==> config.mk <==
export PLATFORM = sky130hd
export DESIGN_NAME = cdda_mixer
export DESIGN_NICKNAME = d
export VERILOG_FILES = /design/src/rtl/cdda_pkg.sv /design/src/rtl/cdda_gain_ramp.sv /design/src/rtl/cdda_mixer.sv
export SDC_FILE = /design/constraint.sdc
export NUM_CORES = 1
export LEC_CHECK = 0
export ABC_AREA = 1
export CAP_MARGIN = 20
export CORE_ASPECT_RATIO = 0.9
export CORE_UTILIZATION = 60
export CTS_CLUSTER_DIAMETER = 30
export DETAILED_ROUTE_END_ITERATION = 8
export HOLD_SLACK_MARGIN = 0.03
export PLACE_DENSITY = 0.82
export SLEW_MARGIN = 20
export SYNTH_ARGS = -nofsm -noshare
export SYNTH_HDL_FRONTEND = slang
export SYNTH_SLANG_ARGS = --single-unit
==> constraint.sdc <==
create_clock -name clk_sys -period 12.2 [get_ports clk_sys]
set_input_delay 1.22 -clock clk_sys [delete_from_list [all_inputs] [get_ports clk_sys]]
set_output_delay 1.22 -clock clk_sys [all_outputs]
set_load 0.01 [all_outputs]
==> src/rtl/cdda_pkg.sv <==
// Shared constants, FSM state type and saturation helper for the CDDA mixer.
package cdda_pkg;

    localparam int unsigned SAMPLE_W   = 16;
    localparam int unsigned GAIN_W     = 9;
    localparam int unsigned GAIN_UNITY = 256;

    typedef enum logic [1:0] {
        StIdle,
        StMulL,
        StMulR,
        StOut
    } mix_state_e;

    // The sum has one extra bit; overflow shows as the top two bits disagreeing.
    function automatic logic [SAMPLE_W-1:0] sat16(input logic [SAMPLE_W:0] v);
        if (v[SAMPLE_W] != v[SAMPLE_W-1]) begin
            return v[SAMPLE_W] ? {1'b1, {(SAMPLE_W-1){1'b0}}} : {1'b0, {(SAMPLE_W-1){1'b1}}};
        end
        return v[SAMPLE_W-1:0];
    endfunction

endpackage

==> src/rtl/cdda_gain_ramp.sv <==
// Volume/mute target mapping and the click-free gain ramp register.
module cdda_gain_ramp
    import cdda_pkg::*;
#(
    parameter int unsigned RAMP_STEP = 1,
    parameter int unsigned INIT_GAIN = 0
) (
    input  logic              clk_sys,
    input  logic              reset_n,
    input  logic              update_i,
    input  logic [7:0]        vol_i,
    input  logic              mute_i,
    output logic [GAIN_W-1:0] gain_o
);

    localparam logic [GAIN_W:0]   Step     = RAMP_STEP[GAIN_W:0];
    localparam logic [GAIN_W-1:0] InitGain = INIT_GAIN[GAIN_W-1:0];
    localparam logic [GAIN_W-1:0] Unity    = GAIN_UNITY[GAIN_W-1:0];

    logic [GAIN_W-1:0] target;
    logic [GAIN_W-1:0] gain_q, gain_d;
    logic [GAIN_W:0]   up_sum;
    logic [GAIN_W:0]   down_floor;

    always_comb begin
        if (mute_i) begin
            target = '0;
        end else if (vol_i == 8'hFF) begin
            target = Unity;
        end else begin
            target = {1'b0, vol_i};
        end

        up_sum     = {1'b0, gain_q} + Step;
        down_floor = {1'b0, target} + Step;

        gain_d = gain_q;
        if (update_i) begin
            // Clamp at the target so a coarse step never overshoots.
            if (gain_q < target) begin
                gain_d = (up_sum > {1'b0, target}) ? target : up_sum[GAIN_W-1:0];
            end else if (gain_q > target) begin
                gain_d = ({1'b0, gain_q} > down_floor) ? gain_q - Step[GAIN_W-1:0] : target;
            end
        end
    end

    always_ff @(posedge clk_sys or negedge reset_n) begin
        if (!reset_n) begin
            gain_q <= InitGain;
        end else begin
            gain_q <= gain_d;
        end
    end

    assign gain_o = gain_q;

endmodule

==> src/rtl/cdda_mixer.sv <==
// CDDA volume/mute ramp, mix with core audio and saturate; one shared multiplier.
// Optional saturation counter enabled by defining CDDA_CLIP_CNT_EN.
module cdda_mixer
    import cdda_pkg::*;
#(
    parameter int unsigned RAMP_STEP = 1,
    parameter int unsigned INIT_GAIN = 0
) (
    input  logic                clk_sys,
    input  logic                reset_n,
    input  logic                cen_44100,
    input  logic [SAMPLE_W-1:0] cdda_l,
    input  logic [SAMPLE_W-1:0] cdda_r,
    input  logic [SAMPLE_W-1:0] core_l,
    input  logic [SAMPLE_W-1:0] core_r,
    input  logic [7:0]          cdda_vol,
    input  logic                cdda_mute,
    output logic [SAMPLE_W-1:0] audio_l,
    output logic [SAMPLE_W-1:0] audio_r,
    output logic                out_valid
`ifdef CDDA_CLIP_CNT_EN
    ,
    output logic [15:0]         clip_count
`endif
);

    mix_state_e state_q, state_d;

    logic                capture;
    logic [GAIN_W-1:0]   gain;
    logic [SAMPLE_W-1:0] cdda_l_q, cdda_r_q, core_l_q, core_r_q;
    logic [SAMPLE_W-1:0] res_l_q, res_l_d, res_r_q, res_r_d;
    logic [SAMPLE_W-1:0] audio_l_q, audio_l_d, audio_r_q, audio_r_d;
    logic                out_valid_q, out_valid_d;

    logic [SAMPLE_W-1:0] mul_sample, mul_core;
    logic [25:0]         mul_a, mul_b;
    logic signed [25:0]  product;
    logic [SAMPLE_W-1:0] scaled;
    logic [SAMPLE_W:0]   sum;
    logic [SAMPLE_W-1:0] sat_val;
    logic                clip;
    logic                unused_prod;

    assign capture = (state_q == StIdle) && cen_44100;

    cdda_gain_ramp #(
        .RAMP_STEP (RAMP_STEP),
        .INIT_GAIN (INIT_GAIN)
    ) u_gain_ramp (
        .clk_sys  (clk_sys),
        .reset_n  (reset_n),
        .update_i (capture),
        .vol_i    (cdda_vol),
        .mute_i   (cdda_mute),
        .gain_o   (gain)
    );

    // Shared multiplier: left channel in StMulL, right in StMulR.
    always_comb begin
        mul_sample = (state_q == StMulR) ? cdda_r_q : cdda_l_q;
        mul_core   = (state_q == StMulR) ? core_r_q : core_l_q;
        mul_a      = {{(26 - SAMPLE_W){mul_sample[SAMPLE_W-1]}}, mul_sample};
        mul_b      = {{(26 - GAIN_W){1'b0}}, gain};
        product    = $signed(mul_a) * $signed(mul_b);
        // Gain never exceeds unity, so the >>>8 result always fits 16 bits.
        scaled     = product[SAMPLE_W+7:8];
        sum        = {scaled[SAMPLE_W-1], scaled} + {mul_core[SAMPLE_W-1], mul_core};
        sat_val    = sat16(sum);
        clip       = sum[SAMPLE_W] ^ sum[SAMPLE_W-1];
    end

    assign unused_prod = ^{product[25:SAMPLE_W+8], product[7:0]};

    always_comb begin
        state_d     = state_q;
        res_l_d     = res_l_q;
        res_r_d     = res_r_q;
        audio_l_d   = audio_l_q;
        audio_r_d   = audio_r_q;
        out_valid_d = 1'b0;
        unique case (state_q)
            StIdle: begin
                if (cen_44100) begin
                    state_d = StMulL;
                end
            end
            StMulL: begin
                state_d = StMulR;
                res_l_d = sat_val;
            end
            StMulR: begin
                state_d = StOut;
                res_r_d = sat_val;
            end
            StOut: begin
                state_d     = StIdle;
                audio_l_d   = res_l_q;
                audio_r_d   = res_r_q;
                out_valid_d = 1'b1;
            end
            default: state_d = StIdle;
        endcase
    end

    always_ff @(posedge clk_sys or negedge reset_n) begin
        if (!reset_n) begin
            state_q     <= StIdle;
            cdda_l_q    <= '0;
            cdda_r_q    <= '0;
            core_l_q    <= '0;
            core_r_q    <= '0;
            res_l_q     <= '0;
            res_r_q     <= '0;
            audio_l_q   <= '0;
            audio_r_q   <= '0;
            out_valid_q <= 1'b0;
        end else begin
            state_q     <= state_d;
            res_l_q     <= res_l_d;
            res_r_q     <= res_r_d;
            audio_l_q   <= audio_l_d;
            audio_r_q   <= audio_r_d;
            out_valid_q <= out_valid_d;
            if (capture) begin
                cdda_l_q <= cdda_l;
                cdda_r_q <= cdda_r;
                core_l_q <= core_l;
                core_r_q <= core_r;
            end
        end
    end

    assign audio_l   = audio_l_q;
    assign audio_r   = audio_r_q;
    assign out_valid = out_valid_q;

`ifdef CDDA_CLIP_CNT_EN
    logic        clip_l_q, clip_l_d, clip_r_q, clip_r_d;
    logic [15:0] clip_cnt_q, clip_cnt_d;
    logic [16:0] clip_sum;

    always_comb begin
        clip_l_d   = (state_q == StMulL) ? clip : clip_l_q;
        clip_r_d   = (state_q == StMulR) ? clip : clip_r_q;
        clip_sum   = {1'b0, clip_cnt_q} + 17'(clip_l_q) + 17'(clip_r_q);
        clip_cnt_d = clip_cnt_q;
        if (state_q == StOut) begin
            clip_cnt_d = clip_sum[16] ? 16'hFFFF : clip_sum[15:0];
        end
    end

    always_ff @(posedge clk_sys or negedge reset_n) begin
        if (!reset_n) begin
            clip_l_q   <= 1'b0;
            clip_r_q   <= 1'b0;
            clip_cnt_q <= '0;
        end else begin
            clip_l_q   <= clip_l_d;
            clip_r_q   <= clip_r_d;
            clip_cnt_q <= clip_cnt_d;
        end
    end

    assign clip_count = clip_cnt_q;
`else
    logic unused_clip;
    assign unused_clip = clip;
`endif

endmodule

---- Word-level counts from Yosys, hierarchy flattened ----
Index checks and enable logic that the tools add are counted.
cells by class
  magnitude comparators ................... 4
  reductions and logical operators ........ 4
  eq/ne operators ......................... 6
  multiplexer cells ....................... 15
  multipliers ............................. 1
  $add $sub $neg .......................... 4
operators with widths
  kind                                               count
  2-to-1 mux 16 bit                                  5
  2-to-1 mux 9 bit                                   6
  multiplier 16 x 10 -> 24 bit                       1
  adder 9 x 1 -> 10 bit (second input constant)      2
  adder 16 x 16 -> 17 bit                            1
  > comparator 10 x 9 -> 1 bit                       1
  > comparator 9 x 10 -> 1 bit                       1
  > comparator 9 bit                                 1
  < comparator 9 bit                                 1
  subtractor 9 x 1 -> 9 bit (second input constant)  1
  == test 8 bit (second input constant)              1
  case mux 2 bit (4 select lines)                    1
  == test 2 bit (second input constant)              2
  == test 2 x 1 -> 1 bit (second input constant)     1
  logical NOT 2 bit                                  1
  2-to-1 mux 1 bit                                   2
  2-to-1 mux 2 bit                                   1
  != test 2 bit (second input constant)              1
  AND reduction 2 bit                                1
  nonzero test 2 bit                                 1
  logical AND 1 bit                                  1
  != test 1 bit                                      1
storage, ports and cells
  register bits after elaboration ......... 140
  output and inout port bits .............. 33
  word-level logic and storage cells ...... 45
  input port bits ......................... 76

---- Depth between registers and ports, before layout ----
Gate-level depths: netlist of the first run.
  word-level depth ........................ 8
  gate-level depth with buffers ........... 43
  mapped depth without buffers ............ 40

---- Modules after synthesis ----
Synthesis of the first run repeated with hierarchy kept, for this count alone.
unflattened totals
  cells, all modules ...................... 1753
  area, all modules ....................... 13431.6 µm²
modules (own cells, without submodules)
  module          cells each  seq. area each (µm²)  area each (µm²)  instances
  cdda_mixer      1426        3278.1                11417.2          1
  cdda_gain_ramp  327         225.2                 2014.4           1

---- Least setup slack after synthesis of the first run ----
Ideal clock, no wire load.
  path type ............................... register to register
  start ................................... reg state_q[0]
  end ..................................... reg res_r_q[12]
  slack ................................... 5.204 ns
  cell stages (with the launch flop) ...... 42
  period minus slack after synthesis ...... 6.996 ns
  data arrival time ....................... 6.879 ns
  path buffers ............................ 3
  setup time .............................. 0.117 ns
  cell sequence ........................... dfrtp_1 > inv_1 > ha_1 > buf_6 > inv_1 > clkbuf_1 > or2_2 > o21ai_1 > inv_1 > nand2_1 > fa_1 > fa_1 > inv_1 > fa_1 > fa_1 > inv_1 > fa_1 > inv_1 > [... 6 more ...] > nand2_1 > nand2_1 > nand2_1 > xor2_1 > ha_1 > nand2_1 > inv_2 > nand2_1 > nand2_1 > a21oi_2 > nand2_2 > nand2_2 > nand2_4 > nand2_4 > buf_6 > nand2_1 > nand2_1 > nand2_1
between the ends
  longest elaborated chain between the ends .. 7
  elaborated cells between the ends (all ways) .. 10
  classes of those cells .................. add/sub (1); mul (1); eq/ne (2); mux (6)
RTL lines
  what                                                   RTL line                                              text
  from (decl)                                            cdda_mixer.sv:27                                      mix_state_e state_q, state_d;
  from (signal assigned)                                 cdda_mixer.sv:108                                     state_q <= StIdle;
  from (signal assigned)                                 cdda_mixer.sv:119                                     state_q <= state_d;
  == test 2 bit (*)                                      cdda_mixer.sv:61, cdda_mixer.sv:62, cdda_mixer.sv:82
  2-to-1 mux 16 bit                                      cdda_mixer.sv:61                                      mul_sample = (state_q == StMulR) ? cdda_r_q : cdda_l_q;
  multiplier 16 x 10 -> 24 bit                           cdda_mixer.sv:65                                      product = $signed(mul_a) * $signed(mul_b);
  adder 16 x 16 -> 17 bit                                cdda_mixer.sv:68                                      sum = {scaled[SAMPLE_W-1], scaled} + {mul_core[SAMPLE_W-1], mul_core};
  2-to-1 mux 16 bit or != test 1 bit (tied branches)     cdda_pkg.sv:18, cdda_pkg.sv:17
  2-to-1 mux 16 bit or 2-to-1 mux 1 bit (tied branches)  cdda_pkg.sv:17                                        if (v[SAMPLE_W] != v[SAMPLE_W-1]) begin
  2-to-1 mux 16 bit                                      cdda_pkg.sv:20                                        return v[SAMPLE_W-1:0];
  to (signal assigned)                                   cdda_mixer.sv:121                                     res_r_q <= res_r_d;
  to (decl)                                              cdda_mixer.sv:32                                      logic [SAMPLE_W-1:0] res_l_q, res_l_d, res_r_q, res_r_d;
Mark *: on every way between the ends. The rest lies on a longest branch, timed or not. The select of a mux whose other input is x is not followed.
A chain may end at the register's enable or synchronous reset.

---- Worst setup path after layout of the first run ----
  start ................................... reg state_q[0]
  end ..................................... reg res_r_q[6]
The elaborated chain is that of the path after synthesis.

==> metrics, run 1 <==
CTS sink cnt=140; largest net degree at the start of global routing=72; DP HPWL=26.29 mm; initial antenna violation count=0; Slowest-stage cell, CP=o21ai_0; io pins=109; CP dominant cell by count=nand2_1; Mapped Cells=1577; xor and xnor area share after synthesis=3.057%; RSZ-0062 raised after global routing=no; multiplexer share of the synthesized area=7.861%; Final Critical Period=8.394 ns; CTS buffer count=17; setup violators final=0; total grt overflow=0; die outline area=22560 um^2; fin worst setup slack=3.806 ns; Nets=1964; Avg Vias per Cell=5.611; slew at the pin closest to its max-slew limit=0.9420 ns; vias post-DR=11070; hold path depth=2; commonest non-fill, non-tap cell in the layout=nand2_1; Endpoint, Worst Hold=res_l_q[0]; commonest non-fill, non-tap cells in the layout=378 x nand2_1, 233 x inv_1, 152 x nor2_1; Post-synth top flop=dfrtp_1; average wire per standard cell=17.27 um; adder-cell share of the synthesized area=27.34%; vias in the first global route=10930; largest family of logic cells by synthesized area=adder cells; FF-to-FF path depth=36; Core ar.=21570 um^2; slowest cell delay on critical path=0.77 ns; drt drc=0; Area Growth Syn to Fin=14.95%; final hold vios=0; Worst setup EP type=register; FF-to-FF End=res_r_q[6]; CTS clk-pin slew, worst paths=0.06 ns; Row Count=51; height of the die=142.6 um; TritonCTS clock tree=built; Resize count post-CTS=0; Cell variety after synth=43; Hold Path Class=reg2reg; Post-Synth Simple-Gate Area=20.42%; Final Skew=0.01021 ns; r2r setup slk=3.81 ns; worst-skew pair later-pin latency=0.43 ns; Synth Register Bits=140; post-route cell area=15150 um^2; fin. max-slew vios=0; Initial Util=61.10%; DP Worst Slack=4.031 ns; Placed Area=14500 um^2; Compound-Gate Fraction of Synth Area=6.427%; H-tree lvl count=4; final worst-path cycle share=68.81%; hold_sp=res_l_q[0]; ant diodes=0; post-synth net total=1872; first-iteration detailed-routing DRC count=872; layout cells sized above 1=10.77%; Setup crit start=state_q[0]; EDFF count, synth=0; status=complete, no violations; postcts setup bufs=0; max_cap viols=0; fillers=1712; Worst Path Required=12.56 ns; first-pass GRT wire length=55.71 mm; clk buf depth=2; GRT Util Overall=32.55%; Routed Antenna Nets=0; Post-CTS Hold Buffers=0; asr flop ratio synth=100.0%; DRT Pass-1 Iters=6; Routed WL=34.06 mm; reg2reg start=state_q[0]; final RePlAce weighted congestion=0.9919; cell area after synthesis=13180 um^2; Setup TNS Final=0 ns; critical path class=reg2reg; mean post-synth cell area=8.357 um^2; Root Buffer=clkbuf_16; f_max=119.1 MHz; IO buf count=108; CP arrival=8.75 ns; Yosys warning count=0; Die Wd=158.2 um; relative slew slack=36.53%; register area share after synthesis=26.58%; crit path max fanout=53; Startpoint Class=register
per-layer routing:
metal  GRT usage [%]  part of all wire [%]
met1           46.35                    43
met2           50.48                    46
met3           6.943                   8.9
met4           8.502                   1.9
met5               0                     0
sequential cells by signal (all words and copies together), names as in the netlist, 16 cells and up:
signal and flops:
audio_l 16, cdda_r_q 16, core_l_q 16, core_r_q 16, res_r_q 16, cdda_l_q 16, audio_r 16, res_l_q 16
worst max path at each step:
stage	to	depth (start not counted)
final	res_r_q[6]	36
after global routing	res_r_q[13]	39
after CTS	res_r_q[6]	38
after detailed placement	res_r_q[6]	38
after global placement	res_l_q[12]	34
after floorplan	res_r_q[12]	41
final cells by class:
class	instances	area, um^2	area share [%]
Multi-Input combinational cell	1155	8586	56.67
Timing Repair Buffer	117	1150	7.590
Clock inverter	12	210.2	1.388
Inverter	238	893.4	5.897
Tap cell	291	364.1	2.403
Clock buffer	19	442.9	2.924
Sequential cell	140	3503	23.13
per-stage QoR:
| step | util, % | hold slack [ns] | instances |
|---|---|---|---|
| global placement | 67.21 | 0.4631 | 1941 |
| global route | 70.24 | 0.5005 | 1972 |
| CTS | 70.24 | 0.4821 | 1972 |
| finish | 70.24 | 0.4848 | 1972 |
| floorplan | - | 0.4434 | 1577 |
| detailed placement | 67.21 | 0.4622 | 1941 |
cells in the mapped netlist, drive strengths merged (8+ instances only):
cell	number	area, um^2
inv	237	889.6
xnor2	11	96.34
dfrtp	140	3503
mux2	92	1036
clkbuf	20	75.07
buf	24	126.4
nand4	15	93.84
nand3	46	235.2
ha	104	1301
a21oi	68	347.8
o21bai	8	60.06
nor3	9	45.04
o21ai	61	327.8
fa	115	2302
nand2	391	1513
xor2	35	306.5
or2	14	87.58
nor2	160	644.4
kinds of logic (layout without fill, tap and decap cells):
group                    Yosys count  in the layout
buffers and inverters            282            386
XOR/XNOR                          46             46
AND/OR/NAND/NOR                  646            646
flip-flops                       140            140
AO/OA/AOI/OAI                    152            152
adder cells (fa/ha/maj)          219            219
multiplexers                      92             92
worst max-delay path: cells and delay by family (launching register included):
family,cells,cell delay (ns)
adder cells (fa/ha/maj),8,3.49
AO/OA/AOI/OAI,6,1.76
AND/OR/NAND/NOR,14,1.53
buffers and inverters,7,0.97
flip-flops,1,0.38
XOR/XNOR,1,0.15
Power of run 1 is left out: the tool's default activity adds up to more than one toggle a clock period on the data nets, which glitch-free logic cannot reach.
==> run 2: changes to the inputs <==
Settings changed: CORE_UTILIZATION 60 to 54, PLACE_DENSITY 0.82 to 0.78.
Clock period 12.2 ns to 7.47 ns, I/O delays scaled along.
==> run 2 against run 1 <==
Register-to-register slack worse by 3.6 ns. Critical path type unchanged. First-iteration DRC count grew 7.9%. Final cell count grew 5.2%. Global-route usage shrank 3.0 points. Critical path depth shrank 2. Core utilization fell by 0.82 points. Sequential share of layout area shrank 1.8 points. Routed wire length is 7.0% higher. Clock skew about the same. Non-clock buffer count up 89. Highest routed layer unchanged.
==> metrics, run 2 (synthesis results as in run 1) <==
max_cap viols=0; ant diodes=0; fin. max-slew vios=0; Slowest-stage cell, CP=fa_1; drt drc=0; post-route cell area=16430 um^2; H-tree lvl count=4; CTS sink cnt=140; Die Wd=166.7 um; fin worst setup slack=0.1624 ns; Avg Vias per Cell=5.532; final worst-path cycle share=97.83%; Worst Path Required=7.78 ns; Core ar.=23670 um^2; slew at the pin closest to its max-slew limit=0.8622 ns; average wire per standard cell=17.57 um; Placed Area=14920 um^2; final RePlAce weighted congestion=0.9491; vias post-DR=11480; CP arrival=7.62 ns; GRT Util Overall=29.55%; setup violators final=0; first-iteration detailed-routing DRC count=941; die outline area=25030 um^2; Routed WL=36.46 mm; Final Skew=0.009763 ns; final hold vios=0; Routed Antenna Nets=0; largest net degree at the start of global routing=82; crit path max fanout=7; DP Worst Slack=-0.1605 ns; worst-skew pair later-pin latency=0.43 ns; CTS buffer count=17; initial antenna violation count=0; Hold Path Class=in2async; first-pass GRT wire length=57.55 mm; Startpoint Class=register; fin util=69.42%; Final Critical Period=7.308 ns; height of the die=150.2 um; DRT Pass-1 Iters=5; commonest non-fill, non-tap cells in the layout=362 x nand2_1, 222 x inv_1, 140 x nor2_1, 140 x dfrtp_1, 112 x fa_1; Area Growth Syn to Fin=24.70%; commonest non-fill, non-tap cell in the layout=nand2_1; total grt overflow=0; io pins=109; CTS clk-pin slew, worst paths=0.07 ns; Nets=2055; Row Count=53; IO buf count=108; TritonCTS clock tree=built; slowest cell delay on critical path=0.55 ns; relative slew slack=41.91%; f_max=136.8 MHz; critical path class=reg2reg; DP HPWL=27.15 mm; vias in the first global route=11330; clk buf depth=2; Initial Util=55.67%; layout cells sized above 1=21.77%; Root Buffer=clkbuf_16; Worst setup EP type=register; status=complete, no violations
==> run 2: worst paths after layout <==
path,endpoint,depth (start not counted),slack (ns),start
max in group asynchronous,res_l_q[9],2,6.05,reset_n
setup reg to reg,res_r_q[0],34,0.16,state_q[0]
hold reg to reg,res_r_q[12],2,0.49,res_r_q[12]
setup / recovery,res_r_q[0],34,0.16,state_q[0]
min in group clk_sys,res_r_q[12],2,0.49,res_r_q[12]
hold / removal,core_r_q[4],1,0.28,reset_n
==> run 2: critical path, delay by kind of cell, from the launching register on <==
family	cells	cell delay, ns
adders and majority gates	8	3.38
DFF	1	0.41
xor gates and xnor gates	1	0.19
AOI/OAI and AO/OA	4	0.58
buffers and inverters	9	0.96
and+or+nand+nor	12	1.66
==> run 2: per-stage QoR <==
stage | std cells | setup TNS, ns | hold slack, ns
after CTS | 2037 | 0 | 0.2954
after floorplan | 1577 | 0 | 0.4434
after detailed placement | 2005 | -3.396 | 0.4673
after global routing | 2075 | -2.907 | 0.3159
after global placement | 2005 | -0.3233 | 0.4636
final | 2075 | 0 | 0.2817
==> run 2: final cells by class <==
cell class,count,area [um^2]
clock inverters,13,133.9
flip-flops and latches,140,3503
well taps,302,377.9
clock buffers,19,442.9
multi-input cells,1156,9170
repair inverters,1,7.507
repair buffers,206,1893
fillers,1791,7239
inverters,238,905.9
==> run 2: layer usage <==
metal | up-vias | GRT usage, % | wire length [um]
li1 | 5318 | - | -
met1 | 5571 | 41.97 | 16210
met2 | 519 | 46.09 | 16580
met3 | 70 | 5.363 | 2895
met4 | 0 | 9.259 | 777
met5 | - | 0 | 0
==> run 2: what timing repair did <==
item	4_1_cts	5_1_grt
resized for setup	9	158
endpoints found under the setup margin	30	32
setup buffers	0	35
gates cloned	0	3
pin swaps	0	56
hold buffers	0	0
Power of run 2 is left out for the same reason.
